File: config.mk
export PLATFORM = sky130hd
export DESIGN_NAME = maze_plan_ctrl
export DESIGN_NICKNAME = d
export VERILOG_FILES = /design/src/rtl/maze_pkg.sv /design/src/rtl/line_dbnc.sv /design/src/rtl/maze_plan_ctrl.sv
export SDC_FILE = /design/constraint.sdc
export NUM_CORES = 1
export LEC_CHECK = 0
export CAP_MARGIN = 30
export CORE_ASPECT_RATIO = 0.8
export CORE_MARGIN = 2
export CORE_UTILIZATION = 50
export DETAILED_ROUTE_END_ITERATION = 7
export PLACE_DENSITY_LB_ADDON = 0.3
export SYNTH_ARGS = -nofsm -noshare
export SYNTH_HDL_FRONTEND = slang
export SYNTH_SLANG_ARGS = --single-unit
export TNS_END_PERCENT = 5
File: constraint.sdc
create_clock -name clk -period 5.8 [get_ports clk]
set_input_delay 1.16 -clock clk [delete_from_list [all_inputs] [get_ports clk]]
set_output_delay 1.16 -clock clk [all_outputs]
set_load 0.01 [all_outputs]
File: src/rtl/maze_pkg.sv
// Shared state encoding, direction codes and default steering offsets for the
// MazeRunner travel-plan sequencer.
package maze_pkg;

   typedef enum logic [2:0] {
      IDLE   = 3'd0,
      FOLLOW = 3'd1,
      VEER   = 3'd2,
      TURN   = 3'd3,
      STOP   = 3'd4
   } state_e;

   localparam logic [1:0] DIR_STOP = 2'b00;
   localparam logic [1:0] DIR_RGHT = 2'b01;
   localparam logic [1:0] DIR_LFT  = 2'b10;
   localparam logic [1:0] DIR_TURN = 2'b11;

   localparam logic signed [11:0] VEER_OFF_DFLT = 12'sd400;
   localparam logic signed [11:0] TURN_OFF_DFLT = 12'sd1024;

   localparam int DWELL_W = 20;

endpackage

File: src/rtl/line_dbnc.sv
// Run-length qualifier for the IR line sensor: gap_qual after GAP_CYC consecutive
// absent samples, line_qual after LINE_CYC consecutive present samples; no backpressure.
module line_dbnc #(
   parameter int GAP_CYC  = 1024,
   parameter int LINE_CYC = 256
) (
   input  logic clk,
   input  logic rst_n,
   input  logic line_present,
   output logic gap_qual,
   output logic line_qual
);

   localparam int               MAX_CYC  = (GAP_CYC > LINE_CYC) ? GAP_CYC : LINE_CYC;
   localparam int               CNT_W    = $clog2(MAX_CYC + 1);
   localparam logic [CNT_W-1:0] CNT_SAT  = CNT_W'(MAX_CYC);
   localparam logic [CNT_W-1:0] GAP_THR  = CNT_W'(GAP_CYC);
   localparam logic [CNT_W-1:0] LINE_THR = CNT_W'(LINE_CYC);

   logic [CNT_W-1:0] absent_q, absent_d;
   logic [CNT_W-1:0] present_q, present_d;

   // Each run counter restarts the moment the opposite level is sampled.
   always_comb begin
      absent_d  = '0;
      present_d = '0;
      if (line_present) begin
         present_d = (present_q == CNT_SAT) ? present_q : present_q + 1'b1;
      end else begin
         absent_d = (absent_q == CNT_SAT) ? absent_q : absent_q + 1'b1;
      end
   end

   always_ff @(posedge clk or negedge rst_n) begin
      if (!rst_n) begin
         absent_q  <= '0;
         present_q <= '0;
      end else begin
         absent_q  <= absent_d;
         present_q <= present_d;
      end
   end

   assign gap_qual  = (absent_q >= GAP_THR);
   assign line_qual = (present_q >= LINE_THR);

endmodule

File: src/rtl/maze_plan_ctrl.sv
// Travel-plan sequencer: pops one 2-bit code per line gap and steers, spins or stops the robot.
// Outputs are registered off the state register (one cycle behind transitions); cmd_rdy waits outside IDLE/STOP.
module maze_plan_ctrl
   import maze_pkg::*;
#(
   parameter int                 GAP_CYC      = 1024,
   parameter int                 LINE_CYC     = 256,
   parameter int                 VEER_MIN_CYC = 65536,
   parameter int                 TURN_MIN_CYC = 262144,
   parameter logic signed [11:0] VEER_OFF     = VEER_OFF_DFLT,
   parameter logic signed [11:0] TURN_OFF     = TURN_OFF_DFLT
) (
   input  logic               clk,
   input  logic               rst_n,
   input  logic [15:0]        cmd,
   input  logic               cmd_rdy,
   output logic               clr_cmd_rdy,
   input  logic               line_present,
   input  logic               BMPL_n,
   input  logic               BMPR_n,
   output logic               go,
   output logic signed [11:0] err_offset,
   output logic               buzz_en,
   output logic [2:0]         state_dbg
);

   localparam logic [DWELL_W-1:0] VEER_THR = DWELL_W'(VEER_MIN_CYC);
   localparam logic [DWELL_W-1:0] TURN_THR = DWELL_W'(TURN_MIN_CYC);

   state_e                  state_q, state_d;
   logic [15:0]             plan_q, plan_d;
   logic signed [11:0]      off_q, off_d;
   logic [DWELL_W-1:0]      dwell_q, dwell_d;
   logic                    go_q, go_d;
   logic signed [11:0]      err_q, err_d;
   logic                    buzz_q, buzz_d;
   logic                    clr_q, clr_d;
   logic [2:0]              dbg_q;
   logic                    gap_qual, line_qual;
   logic                    bump;

   line_dbnc #(
      .GAP_CYC  (GAP_CYC),
      .LINE_CYC (LINE_CYC)
   ) u_line_dbnc (
      .clk          (clk),
      .rst_n        (rst_n),
      .line_present (line_present),
      .gap_qual     (gap_qual),
      .line_qual    (line_qual)
   );

   assign bump = !BMPL_n || !BMPR_n;

   always_comb begin
      state_d = state_q;
      plan_d  = plan_q;
      off_d   = off_q;
      clr_d   = 1'b0;
      case (state_q)
         IDLE, STOP: begin
            if (cmd_rdy) begin
               plan_d  = cmd;
               clr_d   = 1'b1;
               state_d = FOLLOW;
            end
         end
         FOLLOW: begin
            if (bump) begin
               state_d = STOP;
            end else if (gap_qual) begin
               plan_d = {2'b00, plan_q[15:2]};
               case (plan_q[1:0])
                  DIR_STOP: state_d = STOP;
                  DIR_RGHT: begin state_d = VEER; off_d = VEER_OFF;  end
                  DIR_LFT:  begin state_d = VEER; off_d = -VEER_OFF; end
                  DIR_TURN: begin state_d = TURN; off_d = TURN_OFF;  end
               endcase
            end
         end
         VEER: begin
            if (bump) begin
               state_d = STOP;
            end else if ((dwell_q >= VEER_THR) && line_qual) begin
               state_d = FOLLOW;
            end
         end
         TURN: begin
            if (bump) begin
               state_d = STOP;
            end else if ((dwell_q >= TURN_THR) && line_qual) begin
               state_d = FOLLOW;
            end
         end
         default: state_d = IDLE;
      endcase

      // Dwell restarts on any state entry and otherwise saturates.
      if (state_d != state_q) begin
         dwell_d = '0;
      end else begin
         dwell_d = (dwell_q == '1) ? dwell_q : dwell_q + 1'b1;
      end

      go_d   = (state_q == FOLLOW) || (state_q == VEER) || (state_q == TURN);
      err_d  = ((state_q == VEER) || (state_q == TURN)) ? off_q : 12'sd0;
      buzz_d = (state_q == STOP);
   end

   always_ff @(posedge clk or negedge rst_n) begin
      if (!rst_n) begin
         state_q <= IDLE;
         plan_q  <= '0;
         off_q   <= '0;
         dwell_q <= '0;
         go_q    <= 1'b0;
         err_q   <= '0;
         buzz_q  <= 1'b0;
         clr_q   <= 1'b0;
         dbg_q   <= '0;
      end else begin
         state_q <= state_d;
         plan_q  <= plan_d;
         off_q   <= off_d;
         dwell_q <= dwell_d;
         go_q    <= go_d;
         err_q   <= err_d;
         buzz_q  <= buzz_d;
         clr_q   <= clr_d;
         dbg_q   <= state_q;
      end
   end

   assign go          = go_q;
   assign err_offset  = err_q;
   assign buzz_en     = buzz_q;
   assign clr_cmd_rdy = clr_q;
   assign state_dbg   = dbg_q;

endmodule

After elaboration in Yosys (flattened, before gate mapping) --
Index checks and enable logic that the tools add are counted.
Storage, ports and cells: bits in registers 91, bits in latches 0, RAM bits 0, memory bits (read-only) 0, input port bits 22, output and inout bits 18, logic and storage cells 75, memories kept 0
Cells by class: add/sub/neg operators 3, multipliers 0, div/mod/pow operators 0, order comparisons 4, equality and inequality tests 17, shifts and indexed selects 0, mux-type cells 23, bitwise operators 1, reduce and logical (&&, ||, !) cells 16
Operator list (number):
- $mux W16 | 3
- $mux W11 | 4
- $mux W20 | 2
- $pmux W12 S3 | 1
- $pmux W16 S2 | 1
- $add A11 B1 Y11 const B | 2
- $eq A11 B11 Y1 const B | 2
- $mux W3 | 7
- $add A20 B1 Y20 const B | 1
- $eq A20 B20 Y1 const B | 1
- $ge A20 B17 Y1 const B | 1
- $ge A20 B19 Y1 const B | 1
- $mux W12 | 1
- $ne A2 B2 Y1 const B | 6
- $pmux W3 S4 | 1
- $ge A11 B11 Y1 const B | 1
- $ge A11 B9 Y1 const B | 1
- $pmux W3 S3 | 1
- $reduce_and A4 Y1 | 2
- $eq A3 B2 Y1 const B | 2
- $eq A2 B2 Y1 const B | 2
- $logic_or A1 B1 Y1 | 4
- $reduce_or A2 Y1 | 2
- $eq A3 B1 Y1 const B | 1
- other kinds (11) | 14

Depth between registers and ports, before layout --
Gate-level depths: netlist of run 1.
word-level depth 8, depth in mapped cells 7, mapped depth without buffers 7

Cells and area by module --
Synthesis of run 1 repeated with hierarchy kept, for this count alone.
Second synthesis, totals: cell total of the unflattened synthesis 397, area total of the unflattened synthesis 3818.7 um^2
By module, submodules not included:
- maze_plan_ctrl | times used 1, cells an instance 272, area each 2618.8 um^2, seq. area each 1326.3 um^2
- line_dbnc | times used 1, cells an instance 125, area each 1199.9 um^2, seq. area each 550.5 um^2

Least setup slack after synthesis of run 1 --
OpenSTA, ideal clock, no wires.
path kind input to register, start point input port BMPL_n, end point register dwell_q[11], setup time 0.142 ns, data arrival time 2.274 ns, required time 5.658 ns, setup slack 3.384 ns, cell stages on the path 6, buffers on the path 1, cell sequence nand2_1 nor4_1 o22ai_1 nand2_1 clkbuf_1 nor3_1
Between the ends: cells in the longest elaborated chain, start to end 6, elaborated cells on any way between the ends 9, those cells by class eq/ne: 2; mux: 5; reduce/logical: 2
Ends and longest elaborated chain:
- start, declared | line maze_plan_ctrl.sv:19 | input logic BMPL_n,
- $logic_not A1 Y1 (*) | line maze_plan_ctrl.sv:53 | assign bump = !BMPL_n || !BMPR_n;
- $logic_or A1 B1 Y1 (*) | line maze_plan_ctrl.sv:53
- $mux W3, on equally long branches | line maze_plan_ctrl.sv:89, maze_plan_ctrl.sv:69, maze_plan_ctrl.sv:82
- $pmux W3 S4 (*) | line maze_plan_ctrl.sv:60 | case (state_q)
- $ne A3 B3 Y1 (*) | line maze_plan_ctrl.sv:99 | if (state_d != state_q) begin
- $ne A2 B2 Y1 (no line) / $mux W20 (equally long branches)
- end signal, assigned | line maze_plan_ctrl.sv:125 | dwell_q <= dwell_d;
- end, declared | line maze_plan_ctrl.sv:33 | logic [DWELL_W-1:0] dwell_q, dwell_d;
Every way passes the cells marked *; elsewhere a longest branch is shown, timed or not. A chain may end at the register's enable or synchronous reset.

Worst setup path after layout of run 1 --
start point input port BMPR_n, end point register dwell_q[13]
Between the ends: cells in the longest elaborated chain, start to end 6, elaborated cells on any way between the ends 9, those cells by class eq/ne: 2; mux: 5; reduce/logical: 2
Ends and longest elaborated chain:
- start, declared | line maze_plan_ctrl.sv:20 | input logic BMPR_n,
- $logic_not A1 Y1 (*) | line maze_plan_ctrl.sv:53
- $logic_or A1 B1 Y1 (*) | line maze_plan_ctrl.sv:53
- $mux W3, on equally long branches | line maze_plan_ctrl.sv:89, maze_plan_ctrl.sv:69, maze_plan_ctrl.sv:82
- $pmux W3 S4 (*) | line maze_plan_ctrl.sv:60
- $ne A3 B3 Y1 (*) | line maze_plan_ctrl.sv:99
- $ne A2 B2 Y1 (no line) / $mux W20 (equally long branches)
Marked as above.

==> reports/summary.txt, run 1 <==
TritonCTS clock tree -> done
Required time of the critical path -> 5.98 ns
Least setup slack across all paths after layout -> 2.87 ns
Avg Inst Size Synth -> 10.0 µm²
Type of the tightest min-delay check -> reg2reg
Sequential area share after synthesis -> 50.3%
Number of different library cells in the post-synthesis netlist -> 43
Slew at the pin closest to its max-slew limit -> 1.06 ns
Number of antenna violations at the first check in global routing -> 0
Cell at the root of the clock tree -> sky130_fd_sc_hd__clkbuf_8
Summed instance area of the synthesized netlist -> 0.00373 mm²
Number of hold buffers added after CTS -> 0
Max Slew Vio Count -> 0
Part of the total power dissipated in the clock network -> 35.7%
TritonCTS Sinks -> 75
Worst Path Max Fanout -> 20
DIE HEIGHT -> 81.3 µm
Critical path's most frequent cell -> sky130_fd_sc_hd__nand2_1
Overall power -> 0.00118 W
Core region area -> 0.00732 mm²
Number of synthesized flops with an enable pin -> 0
Horiz. Die Dim -> 101 µm
Status -> finished clean
Max Cap Violations -> 0
Main flop type after synthesis -> sky130_fd_sc_hd__dfrtp_1
I/O pin total -> 40
Initial core utilization -> 51.0%
Number of cells produced by synthesis -> 373
Via count of the first global-routing pass -> 2551
Buffer levels on the longest clock path -> 2
Power density over the cells -> 273 mW/mm²
Post-route DRC violation count -> 0
Global placer's final weighted congestion -> 0.851
Routed length per instance -> 14.0 µm
Leading post-synthesis cells by cell area -> sky130_fd_sc_hd__dfrtp_1, sky130_fd_sc_hd__xnor2_1, sky130_fd_sc_hd__mux2i_1
Maximum level of the CTS H-tree -> 3
Flop and latch count out of synthesis -> 75
Switch Pwr -> 0.000302 W
Critical path's largest stage delay -> 0.61 ns
Category of the worst setup path capture point -> flip-flop
Standard-cell row count -> 28
Fraction of layout cells with a size suffix above 1 -> 6.11%
Detailed Place HPWL -> 4610 µm
Proportion of total power due to net switching -> 25.5%
Cell type of the slowest stage on the worst timing path -> sky130_fd_sc_hd__nand2_1
Share of synthesized registers carrying an async set or reset -> 100%
Vias after detailed routing -> 2729
Detailed Route WL -> 7010 µm
Antenna violation net count after detailed routing -> 0
Number of warnings issued by yosys -> 0
Fraction of post-synthesis cell area in the top cell type by area -> 50.3%
Leakage dissipation -> 1.85 nW
Share of power burned in combinational logic -> 13.0%
Total routing usage reported by global routing -> 19.1%
Maximum ir drop on the vdd rail -> 0.202 mV
Relative max-transition margin -> 28.7%
Worst setup path category -> in2reg
Setup repair after global routing missed its margin -> no
Post-cts resize count -> 0
Fmax -> 341 MHz
Number of buffers added by the clock tree synthesis step -> 9
Combined buffer and inverter count along the critical path -> 1
Count of nets after finishing -> 432
Wire length of the first global-routing pass -> 12000 µm
Critical Path Source Type -> primary input
Iteration count of the initial detailed-routing pass -> 4
Antenna diode count -> 0
Final worst-path cycle share -> 50.6%
Final setup violating endpoints -> 0
WHS -> 0.486 ns
Relative area change from synthesis to final layout -> 16.3%
Int Power -> 0.000882 W
Final hold violation count -> 0
Remaining global-route overflow -> 0
Worst-case clock skew -> 0.00788 ns
Data arrival time at the worst-slack endpoint -> 3.11 ns
Part of the total power dissipated in sequential elements -> 51.3%
Chain of cells forming the critical path -> clkdlybuf4s50_1 > nand2_1 > nor4_1 > o22ai_1 > nand2_1 > nor3_1
Library cell with the largest summed area after synthesis -> sky130_fd_sc_hd__dfrtp_1
Fill cells -> 599
Sum Neg Setup Slack -> 0 ns
Maximum number of pins on one net before global-route repair -> 76
Clock input transition at the sequential cells of the worst setup and hold paths -> 0.07 ns
Total setup buffers inserted after CTS -> 0
Initial drt markers -> 169
Area of the die -> 0.00818 mm²
Vias per cell -> 5.47
Minimum setup slack after placement -> 2.54 ns
Clock insertion delay at the later pin of the skew report -> 0.34 ns
Count of buffers inserted at the top-level ports -> 35
Largest delay share family, worst path -> simple AND/OR/NAND/NOR gates
Minimum clock period after layout -> 2.93 ns
-- sequential cells by signal, indices dropped and copies added, names as in the netlist, 3 cells and up --
name	count
state_q	3
state_dbg	3
u_line_dbnc.absent_q	11
u_line_dbnc.present_q	11
dwell_q	20
err_offset	4
plan_q	16
off_q	4
-- stage by stage --
stage	instances	cell area [µm²]	util, %
2_1_floorplan	376	3750	-
3_3_place_gp	482	4110	56.2
3_5_place_dp	482	4110	56.2
4_1_cts	498	4320	59.0
5_1_grt	499	4340	59.3
6_report	499	4340	59.3
-- Yosys cell counts, types with 2 or more instances --
library cell / count
sky130_fd_sc_hd__dfrtp_1: 75
sky130_fd_sc_hd__nor2_1: 36
sky130_fd_sc_hd__xnor2_1: 29
sky130_fd_sc_hd__nor3_1: 27
sky130_fd_sc_hd__a21oi_1: 22
sky130_fd_sc_hd__nand3_1: 22
sky130_fd_sc_hd__nand2_1: 20
sky130_fd_sc_hd__inv_1: 18
sky130_fd_sc_hd__mux2i_1: 18
sky130_fd_sc_hd__and2_1: 12
sky130_fd_sc_hd__and3_1: 11
sky130_fd_sc_hd__clkbuf_1: 9
sky130_fd_sc_hd__nor4_1: 9
sky130_fd_sc_hd__buf_4: 8
sky130_fd_sc_hd__xor2_1: 7
sky130_fd_sc_hd__ha_1: 6
sky130_fd_sc_hd__o21ai_0: 5
sky130_fd_sc_hd__nand4_1: 4
sky130_fd_sc_hd__a211oi_1: 3
sky130_fd_sc_hd__nand2b_1: 3
sky130_fd_sc_hd__nor2b_1: 3
sky130_fd_sc_hd__a2111oi_0: 2
sky130_fd_sc_hd__buf_2: 2
sky130_fd_sc_hd__o21bai_1: 2
sky130_fd_sc_hd__or3_1: 2
-- layout by cell type (no fill, tap or decap), drive strengths merged, types with 2 or more instances in the layout --
cell and n:
clkbuf 14, bufinv 2, clkdlybuf4s50 34, inv 18, nor4 10, o21bai 2
nor2 36, a211oi 3, dfrtp 75, xnor2 29, or3 2, and2 12
nand3 22, mux2i 18, a21oi 23, buf 4, conb 4, nand4 5
and3 11, nor2b 3, xor2 7, nand2 20, nand2b 3, nor3 28
o21ai 5, ha 6, a2111oi 3
-- routing by layer --
layer | wire (µm) | part of all wire [%] | global-route usage, % | vias to the layer above
met4 | 72 | 1.0 | 6.99 | 0
met2 | 3300 | 47 | 27.7 | 69
li1 | - | - | - | 1329
met1 | 3340 | 48 | 27.0 | 1325
met3 | 297 | 4.2 | 5.85 | 6
met5 | 0 | 0 | 0 | -
-- final timing paths --
check | startpoint | to | slack [ns] | cells after the start
worst max-delay path | BMPR_n | dwell_q[13] | 2.87 | 6
worst min-delay path | off_q[10] | off_q[10] | 0.49 | 2
min in group asynchronous | rst_n | u_line_dbnc.present_q[4] | 0.83 | 2
worst min register to register | off_q[10] | off_q[10] | 0.49 | 2
max in group asynchronous | rst_n | state_dbg[2] | 4.68 | 2
worst max register to register | dwell_q[0] | dwell_q[2] | 3.29 | 6
-- logic make-up (layout without fill, tap and decap cells) --
| logic type | Yosys count | in the layout | share of synthesized area (%) |
|---|---|---|---|
| AO/OA/AOI/OAI | 42 | 42 | 7.60 |
| XOR/XNOR | 36 | 36 | 8.44 |
| adder cells (fa/ha/maj) | 6 | 6 | 2.01 |
| buffers and inverters | 39 | 72 | 4.99 |
| flip-flops | 75 | 75 | 50.3 |
| multiplexers | 19 | 19 | 5.23 |
| other | 1 | 4 | 0.100 |
| AND/OR/NAND/NOR | 155 | 155 | 21.4 |
-- area by class of cell --
cell class                      count  area (µm²)  area share [%]
Timing Repair Buffer               38         390            8.99
Clock buffer                       14         143            3.28
Clock inverter                      2        60.1            1.38
Multi-Input combinational cell    262        1690            39.0
Tap cell                           90         113            2.59
Inverter                           18        67.6            1.56
Sequential cell                    75        1880            43.2
-- worst min-delay path: stages (launching register included) --
cell and delay, ns:
sky130_fd_sc_hd__dfrtp_1 0.34, sky130_fd_sc_hd__nand2_1 0.05, sky130_fd_sc_hd__nand2_1 0.06
-- power groups by stage --
stage | logic [W] | clock network, W | registers [W]
detailed placement | 0.000153 | 0 | 0.000617
floorplan | 0.000109 | 0 | 0.000606
global route | 0.000175 | 0.000463 | 0.000614
CTS | 0.000153 | 0.000434 | 0.000608
finish | 0.000153 | 0.000423 | 0.000608
global placement | 0.000148 | 0 | 0.000616
Power figures use the tool's default switching activity.
==> run 2: changes to the inputs <==
clock period = 2.4 ns   (was 5.8 ns; I/O delays follow)
==> reports/summary.txt, run 2 (synthesis gave the netlist of run 1 again) <==
Status -> finished clean
Cell type of the slowest stage on the worst timing path -> sky130_fd_sc_hd__or4_1
Minimum setup slack after placement -> 0.135 ns
Count of buffers inserted at the top-level ports -> 35
Antenna diode count -> 0
Number of antenna violations at the first check in global routing -> 0
Relative area change from synthesis to final layout -> 17.7%
TritonCTS Sinks -> 75
Critical Path Source Type -> flip-flop
Largest registers ranked by flip-flop count -> dwell_q (20), plan_q (16)
Initial drt markers -> 100
Clock insertion delay at the later pin of the skew report -> 0.34 ns
Setup repair after global routing missed its margin -> no
Standard-cell row count -> 28
Critical path's largest stage delay -> 0.54 ns
Core region area -> 0.00732 mm²
Count of nets after finishing -> 440
Slew at the pin closest to its max-slew limit -> 0.708 ns
Clock input transition at the sequential cells of the worst setup and hold paths -> 0.07 ns
Number of buffers added by the clock tree synthesis step -> 9
Worst setup path category -> reg2reg
Reg-to-Reg End -> dwell_q[14]
Busiest layer in global routing -> met2
Detailed Route WL -> 7160 µm
Maximum level of the CTS H-tree -> 3
Remaining global-route overflow -> 0
Sum Neg Setup Slack -> 0 ns
Total routing usage reported by global routing -> 18.9%
Data arrival time at the worst-slack endpoint -> 2.34 ns
Wire length of the first global-routing pass -> 12200 µm
Met3 Resource Use GR -> 5.51%
Minimum clock period after layout -> 2.11 ns
Chain of cells forming the critical path -> or4_1 > a21oi_2 > o221ai_2 > mux2_4 > a2111oi_4
Total setup buffers inserted after CTS -> 0
Most flops, register -> dwell_q
Buffer levels on the longest clock path -> 2
Routing usage on met2 -> 29.3%
DIE HEIGHT -> 81.3 µm
Final worst-path cycle share -> 87.9%
Area of the die -> 0.00818 mm²
Cell at the root of the clock tree -> sky130_fd_sc_hd__clkbuf_8
Post-route DRC violation count -> 0
Global placer's final weighted congestion -> 0.860
Required time of the critical path -> 2.63 ns
Via count of the first global-routing pass -> 2579
Max Slew Vio Count -> 0
Startpoint of the worst register-to-register path -> dwell_q[18]
Max reg flops -> 20
Final hold violation count -> 0
I/O pin total -> 40
Type of the tightest min-delay check -> in2async
Met1 Usage GRT -> 26.5%
Antenna violation net count after detailed routing -> 0
Overall power -> 0.00281 W
Number of cells on the worst reg-to-reg path -> 5
Post-cts resize count -> 0
Leading cell types in the layout, fill and taps excluded -> sky130_fd_sc_hd__dfrtp_1, sky130_fd_sc_hd__nor2_1, sky130_fd_sc_hd__clkdlybuf4s50_1, sky130_fd_sc_hd__xnor2_1, sky130_fd_sc_hd__nor3_1
Leakage dissipation -> 1.89 nW
Detailed Place HPWL -> 4860 µm
Category of the worst setup path capture point -> flip-flop
Routed length per instance -> 14.1 µm
Setup slack on the worst flop-to-flop path -> 0.29 ns
Vias after detailed routing -> 2741
Iteration count of the initial detailed-routing pass -> 4
Maximum ir drop on the vdd rail -> 0.455 mV
Fraction of layout cells with a size suffix above 1 -> 8.17%
Initial core utilization -> 51.0%
TritonCTS clock tree -> done
Worst Path Max Fanout -> 20
Fill cells -> 598
Vias per cell -> 5.42
Maximum number of pins on one net before global-route repair -> 39
Number of hold buffers added after CTS -> 0
Fmax -> 474 MHz
Horiz. Die Dim -> 101 µm
Power density over the cells -> 639 mW/mm²
Relative max-transition margin -> 52.6%
Max Cap Violations -> 0
Least setup slack across all paths after layout -> 0.291 ns
Final setup violating endpoints -> 0
Most common cell after layout, fill and taps aside -> sky130_fd_sc_hd__dfrtp_1
Worst-case clock skew -> 0.0107 ns
## run 2: cell count changes in the layout (fill, tap and decap cells not counted), sizes merged
cell / previous run / this run
buf: 4 / 12
bufinv: 2 / 1
clkbuf: 14 / 13
clkinv: 0 / 1
## run 2: power by group
part | switching (W) | total [W] | internal (W)
clock network | 0.000429 | 0.000961 | 0.000531
logic | 0.000206 | 0.000379 | 0.000173
registers | 0.0000932 | 0.00147 | 0.00138
## run 2: per-stage QoR
stage / cells / utilization, % / cell area (µm²) / hold WS [ns]
final: 506 / 60.0 / 4390 / 0.105
after global routing: 506 / 60.0 / 4390 / 0.141
after CTS: 506 / 60.0 / 4390 / 0.115
after detailed placement: 491 / 57.4 / 4200 / 0.462
after global placement: 491 / 57.4 / 4200 / 0.445
after floorplan: 376 / - / 3750 / 0.184
## run 2: cell type report
type,instances,area [µm²],share of cell area [%]
clock buffers,13,159,3.62
clock inverters,2,35.0,0.797
inverters,18,67.6,1.54
multi-input cells,262,1690,38.4
flip-flops and latches,75,1880,42.7
well taps,90,113,2.56
repair buffers,46,455,10.4
## run 2: layer usage
layer  part of all wire, %  vias up
met4                   1.0        0
met2                    46       61
met3                   4.5        7
met1                    48     1323
met5                     0        -
li1                      -     1350
## run 2: critical path, delay by kind of cell (launching register included)
kind,cells,cell delay [ns]
flops,1,0.43
mux,1,0.43
compound gates,3,0.60
simple gates,1,0.54
## run 2: worst max path at each step
stage,from,endpoint,depth (start not counted)
after detailed placement,BMPL_n,dwell_q[14],5
after CTS,dwell_q[18],dwell_q[14],5
after global placement,BMPL_n,dwell_q[14],5
final,dwell_q[18],dwell_q[14],5
after floorplan,dwell_q[19],dwell_q[14],6
after global routing,dwell_q[18],dwell_q[14],5
